<file path="src/rtl/host_run_ctrl_pkg.sv">
// Shared definitions for the host run controller: host op encodings, FSM states, latency bounds.
package host_run_ctrl_pkg;

    typedef enum logic [1:0] {
        OpRegRd  = 2'b00,
        OpImemWr = 2'b01,
        OpDmemRd = 2'b10,
        OpDmemWr = 2'b11
    } host_op_e;

    typedef enum logic [2:0] {
        StIdle,
        StIssue,
        StWait,
        StResp,
        StRun
    } state_e;

    localparam int unsigned ReadLatMin = 0;
    localparam int unsigned ReadLatMax = 3;

    // Both write encodings have bit 0 set.
    function automatic logic op_is_write(host_op_e op);
        return op[0];
    endfunction

endpackage

</file>
<file path="src/rtl/host_run_ctrl_run_timer.sv">
// RUN-cycle counter: clears on run start, counts while enabled, saturates, flags the MAX_RUN limit.
module host_run_ctrl_run_timer #(
    parameter int unsigned MAX_RUN = 0,
    parameter int unsigned CNT_W   = 32
) (
    input  logic             clk_i,
    input  logic             rst_i,
    input  logic             clear_i,
    input  logic             en_i,
    output logic [CNT_W-1:0] count_o,
    output logic             halt_hit_o
);

    localparam logic [CNT_W-1:0] HaltAt = CNT_W'(MAX_RUN - 1);

    logic [CNT_W-1:0] count_q, count_d;

    always_ff @(posedge clk_i or posedge rst_i) begin
        if (rst_i) begin
            count_q <= '0;
        end else begin
            count_q <= count_d;
        end
    end

    always_comb begin
        count_d = count_q;
        if (clear_i) begin
            count_d = '0;
        end else if (en_i && (count_q != '1)) begin
            count_d = count_q + 1'b1;
        end
    end

    // The limit cycle still counts, so a halted run reports exactly MAX_RUN cycles.
    assign halt_hit_o = en_i && (MAX_RUN != 0) && (count_q == HaltAt);
    assign count_o    = count_q;

endmodule

</file>
<file path="src/rtl/host_run_ctrl.sv">
// Host-side sequencer for the core load/debug port: serialises host commands, returns read data,
// and owns core reset (held while halted, released while running).
module host_run_ctrl
    import host_run_ctrl_pkg::*;
#(
    parameter int unsigned READ_LAT = 1,
    parameter int unsigned MAX_RUN  = 0,
    parameter int unsigned CNT_W    = 32
) (
    input  logic             clk_i,
    input  logic             rst_i,
    input  logic             host_valid_i,
    output logic             host_ready_o,
    input  logic [1:0]       host_op_i,
    input  logic [31:0]      host_addr_i,
    input  logic [31:0]      host_wdata_i,
    output logic             rsp_valid_o,
    input  logic             rsp_ready_i,
    output logic [31:0]      rsp_data_o,
    input  logic             run_req_i,
    input  logic             halt_req_i,
    output logic             core_reset_o,
    output logic             running_o,
    output logic [CNT_W-1:0] cycle_count_o,
    output logic [1:0]       cmd_o,
    output logic [31:0]      addr_o,
    output logic [31:0]      data_o,
    input  logic [31:0]      data_i
);

    localparam logic [1:0] ReadLatW = 2'(READ_LAT);

    state_e      state_q, state_d;
    host_op_e    op_q, op_d;
    logic [31:0] addr_q, addr_d;
    logic [31:0] wdata_q, wdata_d;
    logic [31:0] rsp_data_q, rsp_data_d;
    logic [1:0]  wait_q, wait_d;
    logic        run_start;
    logic        halt_hit;

    always_ff @(posedge clk_i or posedge rst_i) begin
        if (rst_i) begin
            state_q    <= StIdle;
            op_q       <= OpRegRd;
            addr_q     <= '0;
            wdata_q    <= '0;
            rsp_data_q <= '0;
            wait_q     <= '0;
        end else begin
            state_q    <= state_d;
            op_q       <= op_d;
            addr_q     <= addr_d;
            wdata_q    <= wdata_d;
            rsp_data_q <= rsp_data_d;
            wait_q     <= wait_d;
        end
    end

    always_comb begin
        state_d    = state_q;
        op_d       = op_q;
        addr_d     = addr_q;
        wdata_d    = wdata_q;
        rsp_data_d = rsp_data_q;
        wait_d     = wait_q;
        run_start  = 1'b0;
        unique case (state_q)
            StIdle: begin
                // run_req wins over a host command; run_req with halt_req is a no-op.
                if (run_req_i) begin
                    if (!halt_req_i) begin
                        state_d   = StRun;
                        run_start = 1'b1;
                    end
                end else if (host_valid_i) begin
                    op_d    = host_op_e'(host_op_i);
                    addr_d  = host_addr_i;
                    wdata_d = host_wdata_i;
                    wait_d  = '0;
                    state_d = StIssue;
                end
            end
            StIssue: begin
                if (op_is_write(op_q)) begin
                    state_d = StIdle;
                end else if (ReadLatW == 2'd0) begin
                    rsp_data_d = data_i;
                    state_d    = StResp;
                end else begin
                    wait_d  = 2'd1;
                    state_d = StWait;
                end
            end
            StWait: begin
                if (wait_q == ReadLatW) begin
                    rsp_data_d = data_i;
                    state_d    = StResp;
                end else begin
                    wait_d = wait_q + 2'd1;
                end
            end
            StResp: begin
                if (rsp_ready_i) begin
                    state_d = StIdle;
                end
            end
            StRun: begin
                if (halt_req_i || halt_hit) begin
                    state_d = StIdle;
                end
            end
            default: state_d = StIdle;
        endcase
    end

    host_run_ctrl_run_timer #(
        .MAX_RUN (MAX_RUN),
        .CNT_W   (CNT_W)
    ) u_run_timer (
        .clk_i      (clk_i),
        .rst_i      (rst_i),
        .clear_i    (run_start),
        .en_i       (state_q == StRun),
        .count_o    (cycle_count_o),
        .halt_hit_o (halt_hit)
    );

    // Reset gates ready directly since the idle state is also the reset state.
    assign host_ready_o = (state_q == StIdle) && !run_req_i && !rst_i;
    assign cmd_o        = ((state_q == StIssue) || (state_q == StWait)) ? op_q : OpRegRd;
    assign addr_o       = addr_q;
    assign data_o       = wdata_q;
    assign rsp_valid_o  = (state_q == StResp);
    assign rsp_data_o   = rsp_data_q;
    assign core_reset_o = (state_q != StRun);
    assign running_o    = (state_q == StRun);

endmodule
</file>
<file path="config.mk">
export PLATFORM = sky130hd
export DESIGN_NAME = host_run_ctrl
export DESIGN_NICKNAME = d
export VERILOG_FILES = /design/src/rtl/host_run_ctrl_pkg.sv /design/src/rtl/host_run_ctrl_run_timer.sv /design/src/rtl/host_run_ctrl.sv
export SDC_FILE = /design/constraint.sdc
export NUM_CORES = 1
export LEC_CHECK = 0
export ABC_AREA = 1
export CELL_PAD_IN_SITES_DETAIL_PLACEMENT = 0
export CELL_PAD_IN_SITES_GLOBAL_PLACEMENT = 1
export CORE_UTILIZATION = 30
export CTS_CLUSTER_DIAMETER = 60
export DETAILED_ROUTE_END_ITERATION = 8
export PLACE_DENSITY_LB_ADDON = 0.15
export SYNTH_ARGS = -nofsm -noshare
export SYNTH_HDL_FRONTEND = slang
export SYNTH_SLANG_ARGS = --single-unit
</file>
<file path="constraint.sdc">
create_clock -name clk_i -period 10.2 [get_ports clk_i]
set_input_delay 2.55 -clock clk_i [delete_from_list [all_inputs] [get_ports clk_i]]
set_output_delay 2.55 -clock clk_i [all_outputs]
set_load 0.01 [all_outputs]
</file>
==> flow_summary.toml <==
[synth]
ys_seq_area_share_pct = 54.3
ys_warn_count = 0
synth-adder-area-share_pct = 0.402
syn_nets = 722
synth.distinct_cells = 37
yosysTopAreaCellShare_pct = 54.3
synth_area_mm2 = 0.00622
synth_area_leaders = "dfrtp_1 (54%), mux2_2 (17%), nand2_1 (9.4%)"
synthMuxAreaShare_pct = 17.4
synth-edff-count = 0
synth_compound_area_share_pct = 3.22
netlist_instances = 616
yosysTopAreaCell = "dfrtp_1"
ys_ff_latch = 135
yosys.area_share.simple_pct = 19.3
synth_top_family_by_area = "simple AND/OR/NAND/NOR gates"
ys.flop_type = "dfrtp_1"
synth_xor_area_share_pct = 0.563
avgSynthCellArea_um2 = 10.1
async_flop_share_pct = 100

[power_and_ir_drop]
clkPwrFrac_pct = 24.1
p_leak_nw = 4.08
pwr-share-seq_pct = 35.6
power_density_mw_per_mm2 = 260
power_mw = 2.45
p_sw_share_pct = 32.3
p_int_mw = 1.66
ir_drop_uv = 144
pwr-share-comb_pct = 40.4
p_switching_mw = 0.791

[sta]
worst_pin_slew_ns = 0.955
fin_hold_ws_ns = 0.503
period_minus_slack_ns = 6.42
fmax_mhz = 156
rsz0062_at_grt = "no"
skew_ns = 0.0130
final.setup.worst_slack_ns = 3.78
fin_crit_sh_pct = 63.0
maxSlewHeadroom_pct = 36.4
hold_viol = 0
fin_setup_tns_ns = 0
finalSetupViolCount = 0
drv_slew = 0

[worst_setup_path]
slowest_stage = "clkdlybuf4s50_1"
reg2regPathDepth = 8
cp.arrival_ns = 3.87
crit_type = "input pin to primary output"
r2r_end = "u_run_timer.count_o[0]"
cp-start-kind = "input pin"
crit_path_max_incr_delay_ns = 0.56
endpoint = "host_ready_o"
crit_path_end_kind = "primary output"
worst-r2r-setup-slack_ns = 8.09
worstPathCellList = "clkdlybuf4s50_1 -> inv_1 -> nand2_1 -> nor2_1 -> clkdlybuf4s50_1"
crit_fanout = 4
crit_top_cell = "clkdlybuf4s50_1"
cp_data_required_time_ns = 7.65
crit_path_start = "run_req_i"
timing.rr.start = "u_run_timer.count_o[1]"

[layout]
nFillCells = 1941
finalInstanceArea_mm2 = 0.00941
n_antenna_cell = 0
area_growth_syn_to_layout_pct = 51.2
seqCellArea_mm2 = 0.00338
postLayoutCoreUtil_pct = 46.4
layout.nets = 966
multi_input_area_mm2 = 0.00254
instances_no_fill = 1143
drive_gt1_share_pct = 17.1

[global_routing]
first_global_vias = 5430
use_met1_pct = 20.1
grt_first_pass_wirelength_mm = 28.7
antenna_found_initial = 1
busiest_layer = "met2"
grtUsageMet2_pct = 28.7
track_usage_pct = 17.5
grt_util_met3_pct = 7.84
grt-ovfl-total = 0
grt_max_degree = 90

[clock_tree]
cts_hold_buffers = 0
htree_num_levels = 4
cts_setup_buffers = 0
cts.sinks = 135
cts.clk_slew.worst_paths_ns = 0.06
cts_buffers = 17
clockBufferDepth = 2
clk_latency_ns = 0.43
cts_resized = 0
cts_root_buffer = "clkbuf_16"
tritoncts = "done"

[place]
placed_area_mm2 = 0.00885
place.gp.congestion = 0.798
placed_cells = 1111
pre_cts_ws_ns = 3.78
io_buffers = 237
dp_hpwl_mm = 13.0

[die]
die_h_um = 146
io_pins = 238
start_util_pct = 30.7
core-area_mm2 = 0.0203
fp.dieW_um = 146
fp.dieArea_mm2 = 0.0213
num_rows = 52

[routing]
first_pass_iters = 4
viasPerCell = 4.52
drtIter0Drc = 133
vias = 5162
drcViolationCount = 0
wire_per_inst_um = 15.6
ant_nets = 0
routed_wl_mm = 17.8

[hold_path]
hp-class = "flip-flop to flip-flop"
min-delay-start = "rsp_data_o[26]"

[outcome]
status = "finished clean"

[flow_run]
maxCapViolCount = 0
==> synth_stat cells, types with 3 or more instances <==
cell	count
mux2_2	94
xor2_1	3
nand2_2	3
a21oi_1	11
nand3b_1	3
nand4_1	6
and2_1	3
inv_1	47
nand2_4	4
o21ai_1	9
nand2_1	156
nor2_2	4
dfrtp_1	135
nand3_1	26
buf_6	4
buf_2	7
o21ai_0	10
nor2_1	64
o22ai_1	3
==> registers in the layout, indices dropped and copies added, names as in the netlist <==
name                 cells
addr_o                  32
data_o                  32
op_q                     2
rsp_data_o              32
state_q                  3
u_run_timer.count_o     32
wait_q                   2
==> power by group through the flow <==
stage / Combinational [mW] / Clock [mW] / Sequential (mW)
6_report: 0.987 / 0.588 / 0.870
5_1_grt: 1.06 / 0.632 / 0.903
4_1_cts: 1.00 / 0.607 / 0.872
3_5_place_dp: 0.998 / 0 / 0.878
3_3_place_gp: 0.990 / 0 / 0.865
2_1_floorplan: 0.347 / 0 / 0.964
==> placed cells by master (no fill, tap or decap), drive strengths merged <==
master         instances
a21oi                 12
and2                   3
buf                    3
clkbuf                18
clkdlybuf4s50        237
clkinv                 7
clkinvlp               1
dfrtp                135
ha                     2
inv                   56
mux2                  96
nand2                163
nand3                 27
nand3b                 3
nand4                  6
nor2                  71
nor3                   2
o211ai                 1
o21a                   1
o21ai                 19
o22ai                  3
o31ai                  1
or2                    2
xnor2                  1
xor2                   3
==> kinds of logic after synthesis <==
family,Yosys count
flops,135
compound gates,37
mux,96
simple gates,277
xor+xnor,4
fa+ha+maj,2
buf+inv,65
==> per-layer routing <==
metal	wire (um)	part of all wire (%)	vias up
met5	0	0	-
met4	320	1.8	0
met3	1670	9.3	22
met2	8530	48	180
met1	7290	41	2459
li1	-	-	2501
==> area by class of cell <==
cell class,instances,share of cell area (%)
multi-input combinational,416,27.0
inverter,50,2.10
timing repair buffer,240,25.4
clock inverter,14,1.45
sequential,135,35.9
clock buffer,18,4.56
tap,270,3.59
==> critical path: cells and delay by family <==
kind                   cells  cell delay (ns)
buffers and inverters      3             1.12
AND/OR/NAND/NOR            2             0.21
==> how the worst min path moves through the flow <==
stage	end	slack [ns]	cells past startpoint
floorplan	op_q[1]	0.48	2
global placement	addr_o[27]	0.48	1
detailed placement	data_o[22]	0.49	1
CTS	rsp_data_o[8]	0.51	1
global route	data_o[23]	0.52	1
finish	rsp_data_o[26]	0.50	1
No activity file was read; power rests on OpenSTA's default activity.
